<file path="config.mk">
export PLATFORM = sky130hd
export DESIGN_NAME = serial_add_arbiter
export DESIGN_NICKNAME = d
export VERILOG_FILES = /design/src/rtl/serial_add_arbiter.sv
export SDC_FILE = /design/constraint.sdc
export NUM_CORES = 1
export LEC_CHECK = 0
export BUFFER_PORTS_ARGS = -buffer_cell sky130_fd_sc_hd__clkbuf_2
export CAP_MARGIN = 30
export CORE_MARGIN = 2
export CORE_UTILIZATION = 52
export DETAILED_ROUTE_END_ITERATION = 16
export PLACE_DENSITY = 0.87
export RECOVER_POWER = 100
export SYNTH_ARGS = -nofsm -noshare
export SYNTH_HDL_FRONTEND = slang
export SYNTH_SLANG_ARGS = --single-unit
</file>
<file path="constraint.sdc">
create_clock -name clk -period 1.9 [get_ports clk]
set_input_delay 0.285 -clock clk [delete_from_list [all_inputs] [get_ports clk]]
set_output_delay 0.285 -clock clk [all_outputs]
set_load 0.05 [all_outputs]
</file>
<file path="src/rtl/serial_add_arbiter.sv">
// serial_add_arbiter: round-robin scheduler that time-shares a single bit-serial
// full-adder slice (plus carry flop) among NUM_REQ requesters. Each operation
// captures the winner's operands, shifts them LSB-first for WIDTH cycles, then
// registers sum/cout and pulses done tagged with the requester index.
// Optional build macro: SERIAL_ADD_SUB_EN adds a per-requester 'sub' input that
// turns the operation into A-B (B inverted at capture, carry-in forced to 1).
module serial_add_arbiter #(
    parameter int WIDTH   = 4,
    parameter int NUM_REQ = 4,
    parameter int ID_W    = 2
) (
    input  logic                       clk,
    input  logic                       reset,
    input  logic [NUM_REQ-1:0]         req,
`ifdef SERIAL_ADD_SUB_EN
    input  logic [NUM_REQ-1:0]         sub,
`endif
    input  logic [NUM_REQ*WIDTH-1:0]   op_a,
    input  logic [NUM_REQ*WIDTH-1:0]   op_b,
    output logic [NUM_REQ-1:0]         gnt,
    output logic                       busy,
    output logic                       done,
    output logic [ID_W-1:0]            done_id,
    output logic [WIDTH-1:0]           sum,
    output logic                       cout
);

    localparam int CNT_W = $clog2(WIDTH);

    typedef enum logic [1:0] {IDLE, LOAD, SHIFT, DONE} state_t;

    state_t             state_q;
    logic [ID_W-1:0]    ptr_q;
    logic [ID_W-1:0]    win_q;
    logic [CNT_W-1:0]   cnt_q;
    logic               carry_q;
    logic [WIDTH-1:0]   a_q;
    logic [WIDTH-1:0]   b_q;
    logic [WIDTH-1:0]   acc_q;
    logic [NUM_REQ-1:0] gnt_q;
    logic               busy_q;
    logic               done_q;
    logic [ID_W-1:0]    done_id_q;
    logic [WIDTH-1:0]   sum_q;
    logic               cout_q;

    logic               win_found_d;
    logic [ID_W-1:0]    win_idx_d;
    logic [ID_W:0]      cand_d;
    logic [WIDTH-1:0]   cap_a_d;
    logic [WIDTH-1:0]   cap_b_d;
    logic               cap_cin_d;
    logic               s_d;
    logic               carry_d;

    // Round-robin search: first requesting index at or above the pointer, wrapping.
    // Scanning from the farthest candidate down lets the nearest one win last.
    always_comb begin
        win_found_d = 1'b0;
        win_idx_d   = '0;
        cand_d      = '0;
        for (int k = NUM_REQ - 1; k >= 0; k--) begin
            cand_d = {1'b0, ptr_q} + (ID_W+1)'(k);
            if (cand_d >= (ID_W+1)'(NUM_REQ)) begin
                cand_d = cand_d - (ID_W+1)'(NUM_REQ);
            end
            if (req[cand_d[ID_W-1:0]]) begin
                win_found_d = 1'b1;
                win_idx_d   = cand_d[ID_W-1:0];
            end
        end
    end

    // Operand slices of the current winner, with optional subtract preconditioning.
    always_comb begin
        cap_a_d   = op_a[int'(win_idx_d)*WIDTH +: WIDTH];
        cap_b_d   = op_b[int'(win_idx_d)*WIDTH +: WIDTH];
        cap_cin_d = 1'b0;
`ifdef SERIAL_ADD_SUB_EN
        if (sub[win_idx_d]) begin
            cap_b_d   = ~cap_b_d;
            cap_cin_d = 1'b1;
        end
`endif
    end

    // The shared serial adder slice: one full adder on the operand LSBs.
    always_comb begin
        s_d     = a_q[0] ^ b_q[0] ^ carry_q;
        carry_d = (a_q[0] & b_q[0]) | (a_q[0] & carry_q) | (b_q[0] & carry_q);
    end

    // Control FSM with datapath registers and registered outputs.
    always_ff @(posedge clk) begin
        if (!reset) begin
            state_q   <= IDLE;
            ptr_q     <= '0;
            win_q     <= '0;
            cnt_q     <= '0;
            carry_q   <= 1'b0;
            a_q       <= '0;
            b_q       <= '0;
            acc_q     <= '0;
            gnt_q     <= '0;
            busy_q    <= 1'b0;
            done_q    <= 1'b0;
            done_id_q <= '0;
            sum_q     <= '0;
            cout_q    <= 1'b0;
        end else begin
            case (state_q)
                IDLE: begin
                    if (win_found_d) begin
                        a_q     <= cap_a_d;
                        b_q     <= cap_b_d;
                        carry_q <= cap_cin_d;
                        win_q   <= win_idx_d;
                        gnt_q   <= NUM_REQ'(1) << win_idx_d;
                        busy_q  <= 1'b1;
                        state_q <= LOAD;
                    end
                end
                LOAD: begin
                    gnt_q   <= '0;
                    cnt_q   <= '0;
                    state_q <= SHIFT;
                end
                SHIFT: begin
                    a_q     <= a_q >> 1;
                    b_q     <= b_q >> 1;
                    carry_q <= carry_d;
                    acc_q   <= {s_d, acc_q[WIDTH-1:1]};
                    cnt_q   <= cnt_q + 1'b1;
                    if (cnt_q == CNT_W'(WIDTH - 1)) begin
                        sum_q     <= {s_d, acc_q[WIDTH-1:1]};
                        cout_q    <= carry_d;
                        done_id_q <= win_q;
                        done_q    <= 1'b1;
                        state_q   <= DONE;
                    end
                end
                DONE: begin
                    done_q <= 1'b0;
                    busy_q <= 1'b0;
                    if (win_q == ID_W'(NUM_REQ - 1)) begin
                        ptr_q <= '0;
                    end else begin
                        ptr_q <= win_q + 1'b1;
                    end
                    state_q <= IDLE;
                end
                default: state_q <= IDLE;
            endcase
        end
    end

    assign gnt     = gnt_q;
    assign busy    = busy_q;
    assign done    = done_q;
    assign done_id = done_id_q;
    assign sum     = sum_q;
    assign cout    = cout_q;

endmodule

</file>
# After elaboration in Yosys (flattened, before gate mapping)

Cells that the tools add are included.

Order comparisons: 8
$add $sub $neg: 9
Shifts and indexed selects: 3
Bitwise logic cells: 7
Reduce and logical (&&, ||, !) cells: 13
Multiplexer cells: 37
Equal/unequal tests: 7

Operator list:

| kind                                                                   | number |
|---|---|
| 16-bit by 5-bit variable part select with 4-bit output                 | 2 |
| 4-bit one-hot mux with 2 select lines                                  | 3 |
| 2-bit 2-to-1 mux                                                       | 11 |
| 2-bit AND reduction                                                    | 7 |
| 2-bit by 3-bit < comparator with 1-bit output (second input constant)  | 4 |
| 4-bit 2-to-1 mux                                                       | 3 |
| 1-bit 2-to-1 mux                                                       | 11 |
| 2-bit nonzero test                                                     | 5 |
| 3-bit >= comparator (second input constant)                            | 3 |
| 1-bit binary-select mux with 2-bit select                              | 4 |
| 2-bit equality test (second input constant)                            | 4 |
| 2-bit one-hot mux with 4 select lines                                  | 1 |
| 2-bit by 1-bit subtractor with 2-bit output (second input constant)    | 4 |
| 2-bit by 2-bit adder with 3-bit output (second input constant)         | 2 |
| 1-bit one-hot mux with 2 select lines                                  | 3 |
| 2-bit by 1-bit adder with 2-bit output (second input constant)         | 2 |
| 2-bit != test (second input constant)                                  | 2 |
| 2-bit one-hot mux with 2 select lines                                  | 1 |
| 1-bit by 2-bit left shift with 4-bit output (first input constant)     | 1 |
| 2-bit by 1-bit adder with 3-bit output (second input constant)         | 1 |
| 1-bit bitwise AND                                                      | 3 |
| 2-bit by 3-bit >= comparator with 1-bit output (second input constant) | 1 |
| 2-bit by 1-bit equality test with 1-bit output (second input constant) | 1 |
| 2-bit zero test                                                        | 1 |
| 2 further kinds                                                        | 4 |

Input bits: 38
Logic and storage cells: 98
Register bits after elaboration: 34
Output and inout port bits: 13

# Longest topological paths before layout

Gate-level depths: netlist (run 1).

Word-level depth: 12
Gate-level depth with buffers: 7
Depth with buffers taken out: 7

# Worst setup path after synthesis (run 1)

Ideal clock, no wire load.

Kind: register -> register
From: reg state_q[0]
To: reg a_q[3]
Library setup time: 0.079 ns
Path slack: 0.180 ns
Stages on the path, launching flop included: 7
Period minus slack after synthesis: 1.720 ns
Buffers on the path: 0
Arrival: 1.641 ns
Required time: 1.821 ns
Cell sequence: dfxtp_1 > inv_1 > ha_1 > o41ai_4 > or3_1 > or3_1 > o211ai_1

Longest elaborated chain between the ends: 3
Elaborated cells between the ends (all ways): 6
Classes of those cells: eq/ne: 2; mux: 1; reduce/logical: 3

Ends and longest elaborated chain:

| element                                                       | RTL line | RTL |
|---|---|---|
| start: declaration                                            | 32       | `state_t state_q;` |
| start signal: assignment                                      | 96       | `state_q <= IDLE;` |
| start signal: assignment                                      | 120      | `state_q <= LOAD;` |
| start signal: assignment                                      | 126      | `state_q <= SHIFT;` |
| 2-bit equality test or 2-bit zero test (tied branches)        | 111      | `case (state_q)` |
| 2-bit nonzero test (no line) or 2-bit != test (tied branches) | n/a      |  |
| 2-bit AND reduction (no line)                                 | n/a      |  |
| end signal: assignment                                        | 114      | `a_q <= cap_a_d;` |
| end signal: assignment                                        | 129      | `a_q <= a_q >> 1;` |
| end: declaration                                              | 37       | `logic [WIDTH-1:0] a_q;` |

Parallel ways exist; a longest one is shown, timed or not.
A chain may end at the register's enable or synchronous reset.

# Final worst setup path (run 1)

Same ends and word-level chain as after synthesis.

==> out/results.txt, run 1 <==
final instance area = 2220 µm²
Critical-path top delay cell = dfxtp_1
Critical Path, Cell by Cell = inv_1 > ha_2 > o41ai_4 > or3_1 > or3_1 > o211ai_1
met3 Use GR = 0.0556
crit path launch type = flip-flop
final wirelength = 4.53 mm
Clock Path Buffers = 2
Cell Area, Synth = 1910 µm²
CTS tree = built
max_cap viols = 0
largest net degree at the start of global routing = 27
clock skew = 11.7 ps
GPL Wtd Cong = 0.865
TNS Setup = 0 ps
xor/xnor share of the synthesized area = 0
clk sinks = 33
Period minus WS final = 1740 ps
P_sw = 0.980 mW
CTS root buf = clkbuf_4
DR WL/cell = 14.2 µm
Switching Share = 0.385
Synth Area in Compound Gates = 0.286
detailed-route DRC error count = 0
syn avg cell area = 8.55 µm²
Hold WS = 173 ps
Synth Area in Simple Gates = 0.196
post-DP HPWL = 3.33 mm
Worst Tran Pin Value = 596 ps
Pwr Density = 1140 nW/µm²
Buffers on Ports = 50
Gate power share = 0.422
global-route met2 utilization = 0.385
fin cells = 318
largest family of logic cells by synthesized area = compound AO/OA/AOI/OAI gates
Die Area = 4160 µm²
Worst Path Required = 2170 ps
Clock Latency Late Sink = 340 ps
Post-DRT Antenna Nets = 0
GR peak layer = met2
Max rail drop VDD = 0.000878 V
share of cells above drive strength 1 = 0.210
clk slew on worst S/H paths = 110 ps
I/O Pins = 51
Final setup viols = 0
Vias/cell = 5.83
crit end category = flip-flop
Overall Global Routing Usage = 0.238
EDFF count, synth = 0
fin crit share = 0.918
initial antenna violation count = 0
Most used DFF post-synth = dfxtp_1
area growth from synthesis to layout = 16.7%
Pleak = 0.921 nW
Iter 0 DRT Violations = 126
Nets = 317
Die Width = 64.5 µm
first-pass GRT wire length = 7.77 mm
Most Frequent Cell on Critical Path = or3_1
Area after DPL = 2160 µm²
Worst path max stage delay = 350 ps
synthesized instance count = 223
Clk network pwr share = 0.218
Setup Fix Bufs, Post-CTS = 0
Worst slew margin = 0.604
drt pass-1 iters = 5
worst-path fanout max = 6
final hold viol count = 0
Pwr Total = 2.55 mW
core area = 3420 µm²
placement row count = 21
post-route setup slack = 155 ps
initial cell density of the core = 0.558
post-synthesis sequential area ratio = 0.347
Syn Nets = 269
HP Class = input port to flip-flop
Int Power = 1.57 mW
Post-synth ARST share = 0
sequential power share = 0.361
M1 GR Usage = 0.314
dpl cells = 310
status = finished, final reports clean
CTS buffer count = 5
post-synthesis mux area share = 0.0532
depth of the CTS H-tree = 2
Data arrival, critical path = 2020 ps
Final Util = 0.651
post-synth cell types = 48
Slew Limit Fails = 0
adder-cell area share of the yosys netlist = 0.0565
DP Worst Slack = 113 ps
f_max = 573 MHz
via count = 1854
YS warnings = 0
RSZ-0062 raised after global routing = no
Die Y-Extent = 64.5 µm
vias in the first global route = 1682
worst setup path category = flip-flop to flip-flop
flops & latches, synth = 33
diodes inserted = 0
remaining global-route overflow = 0
-- power groups by stage --
| stage | Combinational, mW | Clock (mW) | Sequential [mW] |
|---|---|---|---|
| final | 1.07 | 0.554 | 0.918 |
| after global routing | 1.19 | 0.598 | 0.938 |
| after CTS | 1.07 | 0.563 | 0.916 |
| after detailed placement | 1.06 | 0 | 0.933 |
| after floorplan | 0.751 | 0 | 0.978 |
| after global placement | 1.05 | 0 | 0.927 |
-- cell usage after synthesis, types with 4 or more instances --
library cell | count | area [µm²]
dfxtp_1 | 33 | 661
nand2_1 | 25 | 93.8
nor2_1 | 20 | 75.1
a21oi_1 | 14 | 70.1
inv_1 | 10 | 37.5
mux2i_1 | 9 | 90.1
and3_1 | 8 | 50.1
clkbuf_1 | 7 | 26.3
ha_1 | 7 | 87.6
o221ai_1 | 6 | 52.6
a211oi_1 | 5 | 37.5
nand3_1 | 5 | 25.0
o21ai_0 | 5 | 25.0
a21boi_0 | 4 | 30.0
a21boi_1 | 4 | 30.0
a221oi_1 | 4 | 35.0
a31oi_1 | 4 | 25.0
a32oi_1 | 4 | 35.0
o21ai_1 | 4 | 20.0
-- final timing paths --
path                            startpoint    endpoint  slack (ps)  cells after the start
worst min register to register  done_id[1]  done_id[1]         460                      2
worst max-delay path            state_q[0]      a_q[3]         160                      6
worst max register to register  state_q[0]      a_q[3]         160                      6
worst min-delay path               op_b[2]      b_q[2]         170                      3
-- worst max-delay path: cells and delay by family, from the launching register on --
family	cells	cell delay, ps
compound gates	2	280
flops	1	350
simple gates	2	680
buf+inv	1	120
fa+ha+maj	1	260
-- what timing repair did --
action,CTS,global route
hold buffers,0,0
endpoints found under the setup margin,0,2
resized for setup,0,1
-- placed cells by master (no fill, tap or decap), drive strengths merged, types with 5 or more instances in the layout --
master | netlist | layout
nand2 | 26 | 26
a211oi | 5 | 5
dfxtp | 33 | 33
nor2 | 21 | 21
o21ai | 9 | 9
clkbuf | 7 | 57
o221ai | 6 | 6
a21boi | 8 | 8
nand3 | 5 | 5
a21oi | 14 | 14
ha | 7 | 7
and3 | 8 | 8
mux2i | 9 | 9
inv | 10 | 10
-- kinds of logic after synthesis --
family          count (synthesis)
fa+ha+maj                       8
simple gates                   76
compound gates                 73
mux                            10
flops                          33
buf+inv                        23
-- final cells by class --
class / count / area, µm²
clock buffers: 7 / 55.1
multi-input cells: 167 / 1120
clock inverters: 1 / 30.0
repair buffers: 54 / 264
fillers: 306 / 1190
well taps: 46 / 57.6
inverters: 10 / 37.5
flip-flops and latches: 33 / 661
-- flip-flops by register name (all words and copies together), names as in the netlist --
name,flops
sum,4
cout,1
gnt,4
carry_q,1
win_q,2
ptr_q,2
done_id,2
a_q,4
done,1
state_q,2
busy,1
acc_q,3
b_q,4
cnt_q,2
-- metal layers --
| layer | up-vias | share of wire |
|---|---|---|
| met1 | 876 | 0.45 |
| met5 | - | 0 |
| met3 | 8 | 0.069 |
| met2 | 58 | 0.47 |
| li1 | 912 | - |
| met4 | 0 | 0.014 |
Power figures use the tool's default switching activity.
==> run 2, diff against run 1 <==
--- a/config.mk
+++ b/config.mk
@@ -7,6 +7,7 @@
 export LEC_CHECK = 0
 export BUFFER_PORTS_ARGS = -buffer_cell sky130_fd_sc_hd__clkbuf_2
 export CAP_MARGIN = 30
+export CORE_ASPECT_RATIO = 2
 export CORE_MARGIN = 2
 export CORE_UTILIZATION = 52
 export DETAILED_ROUTE_END_ITERATION = 16
==> out/results.txt, run 2 (synthesis gave the netlist of run 1 again) <==
placement row count = 31 (was 21)
worst-path fanout max = 5 (was 6)
Worst Path Required = 2110 ps (was 2170 ps)
HP Class = input port to flip-flop (unchanged)
Critical Path, Cell by Cell = inv_1 > ha_1 > buf_4 > o41a_1 > a21oi_1 > a32oi_1 > o221ai_1 (was inv_1 > ha_2 > o41ai_4 > or3_1 > or3_1 > o211ai_1)
worst setup path category = flip-flop to flip-flop (unchanged)
first-pass GRT wire length = 7.20 mm (was 7.77 mm)
RSZ-0062 raised after global routing = no (unchanged)
Critical-path top delay cell = dfxtp_1 (unchanged)
detailed-route DRC error count = 0 (unchanged)
Slew Limit Fails = 0 (unchanged)
met3 Use GR = 0.0500 (was 0.0556)
clk sinks = 33 (unchanged)
worst reg2reg endpoint = b_q[1] (was a_q[3])
Worst Tran Pin Value = 597 ps (was 596 ps)
Die Y-Extent = 89.6 µm (was 64.5 µm)
area growth from synthesis to layout = 17.2% (was 16.7%)
commonest non-fill, non-tap cells in the layout = clkbuf_2 (37), dfxtp_1 (33), nand2_1 (26) (unchanged)
largest net degree at the start of global routing = 27 (unchanged)
diodes inserted = 0 (unchanged)
commonest non-fill, non-tap cell in the layout = clkbuf_2 (unchanged)
drt pass-1 iters = 4 (was 5)
global-route met2 utilization = 0.418 (was 0.385)
Worst Hold Path EP = a_q[0] (was b_q[2])
Reg2Reg Launch Point = state_q[0] (unchanged)
Final setup viols = 0 (unchanged)
Clock Path Buffers = 2 (unchanged)
DR WL/cell = 13.8 µm (was 14.2 µm)
post-DP HPWL = 3.45 mm (was 3.33 mm)
Die Width = 46.8 µm (was 64.5 µm)
Post-DRT Antenna Nets = 0 (unchanged)
fin crit share = 0.930 (was 0.918)
Period minus WS final = 1770 ps (was 1740 ps)
f_max = 566 MHz (was 573 MHz)
initial cell density of the core = 0.534 (was 0.558)
Worst slew margin = 0.604 (about the same)
remaining global-route overflow = 0 (unchanged)
final hold viol count = 0 (unchanged)
TNS Setup = 0 ps (unchanged)
Data arrival, critical path = 1980 ps (was 2020 ps)
Pwr Density = 1130 nW/µm² (was 1140 nW/µm²)
Nets = 318 (was 317)
Overall Global Routing Usage = 0.239 (was 0.238)
CTS tree = built (unchanged)
I/O Pins = 51 (unchanged)
status = finished, final reports clean (unchanged)
Buffers on Ports = 50 (unchanged)
max_cap viols = 0 (unchanged)
GR peak layer = met2 (unchanged)
crit end category = flip-flop (unchanged)
M1 GR Usage = 0.238 (was 0.314)
Fill cells = 345 (was 306)
CTS root buf = clkbuf_8 (was clkbuf_4)
FF-to-FF path depth = 7 (was 6)
Vias/cell = 5.67 (was 5.83)
Clock Latency Late Sink = 290 ps (was 340 ps)
CTS buffer count = 5 (unchanged)
share of cells above drive strength 1 = 0.212 (was 0.210)
via count = 1827 (was 1854)
Setup Fix Bufs, Post-CTS = 0 (unchanged)
final wirelength = 4.44 mm (was 4.53 mm)
initial antenna violation count = 0 (unchanged)
vias in the first global route = 1686 (was 1682)
depth of the CTS H-tree = 2 (unchanged)
Worst path max stage delay = 390 ps (was 350 ps)
Die Area = 4190 µm² (was 4160 µm²)
Hold Buf Count CTS = 0 (unchanged)
core area = 3570 µm² (was 3420 µm²)
clk slew on worst S/H paths = 70 ps (was 110 ps)
R2R setup slack = 130 ps (was 160 ps)
Max rail drop VDD = 0.000752 V (was 0.000878 V)
clock skew = 5.01 ps (was 11.7 ps)
hold path cells = 3 (unchanged)
crit path launch type = flip-flop (unchanged)
hold path startpoint = op_a[0] (was op_b[2])
Pleak = 0.926 nW (was 0.921 nW)
GPL Wtd Cong = 0.826 (was 0.865)
Pwr Total = 2.53 mW (was 2.55 mW)
Iter 0 DRT Violations = 46 (was 126)
post_cts resized = 0 (unchanged)
run 2: changes by cell type in the layout (fill, tap and decap cells not counted), sizes merged:
cell,change
clkinvlp,+1
clkbuf,-1
bufinv,-1
clkinv,+2
run 2: how the worst max path moves through the flow:
stage / endpoint / from / cells after the start / slack (ps)
final: b_q[1] / state_q[0] / 7 / 130
after global routing: a_q[1] / state_q[0] / 7 / 2
after CTS: b_q[1] / state_q[0] / 7 / 160
after detailed placement: b_q[1] / state_q[0] / 7 / 160
after global placement: a_q[0] / req[1] / 6 / 200
after floorplan: a_q[3] / state_q[0] / 6 / 180
run 2: worst max-delay path, delay by kind of cell, from the launching register on:
kind / cells / cell delay, ps
adder cells (fa/ha/maj): 1 / 250
AO/OA/AOI/OAI: 4 / 770
buffers and inverters: 2 / 270
flip-flops: 1 / 390
run 2: final cells by class:
type / count / area [µm²] / area share
clock buffer: 5 / 68.8 / 0.0308
clock inverter: 3 / 17.5 / 0.00784
inverter: 10 / 37.5 / 0.0168
multi-input combinational: 167 / 1120 / 0.500
sequential: 33 / 661 / 0.296
tap: 49 / 61.3 / 0.0275
timing repair buffer: 55 / 272 / 0.122
run 2: through the flow:
step | instance area [µm²] | worst slack (ps) | util | cells | hold WS [ps]
2_1_floorplan | 1910 | 180 | - | 223 | 431
3_3_place_gp | 2170 | 196 | 0.609 | 314 | 439
5_1_grt | 2230 | 1.81 | 0.626 | 322 | 233
3_5_place_dp | 2170 | 162 | 0.609 | 314 | 447
6_report | 2230 | 133 | 0.626 | 322 | 237
4_1_cts | 2260 | 158 | 0.634 | 322 | 230
run 2: report_power, final:
part	internal, mW	total, mW	switching, mW
Clock	0.253	0.527	0.275
Sequential	0.821	0.921	0.0998
Combinational	0.437	1.08	0.645
run 2: metal layers:
metal,wire length (µm),share of wire
met4,214,0.048
met1,1560,0.35
met2,2470,0.56
met3,199,0.045
met5,0,0
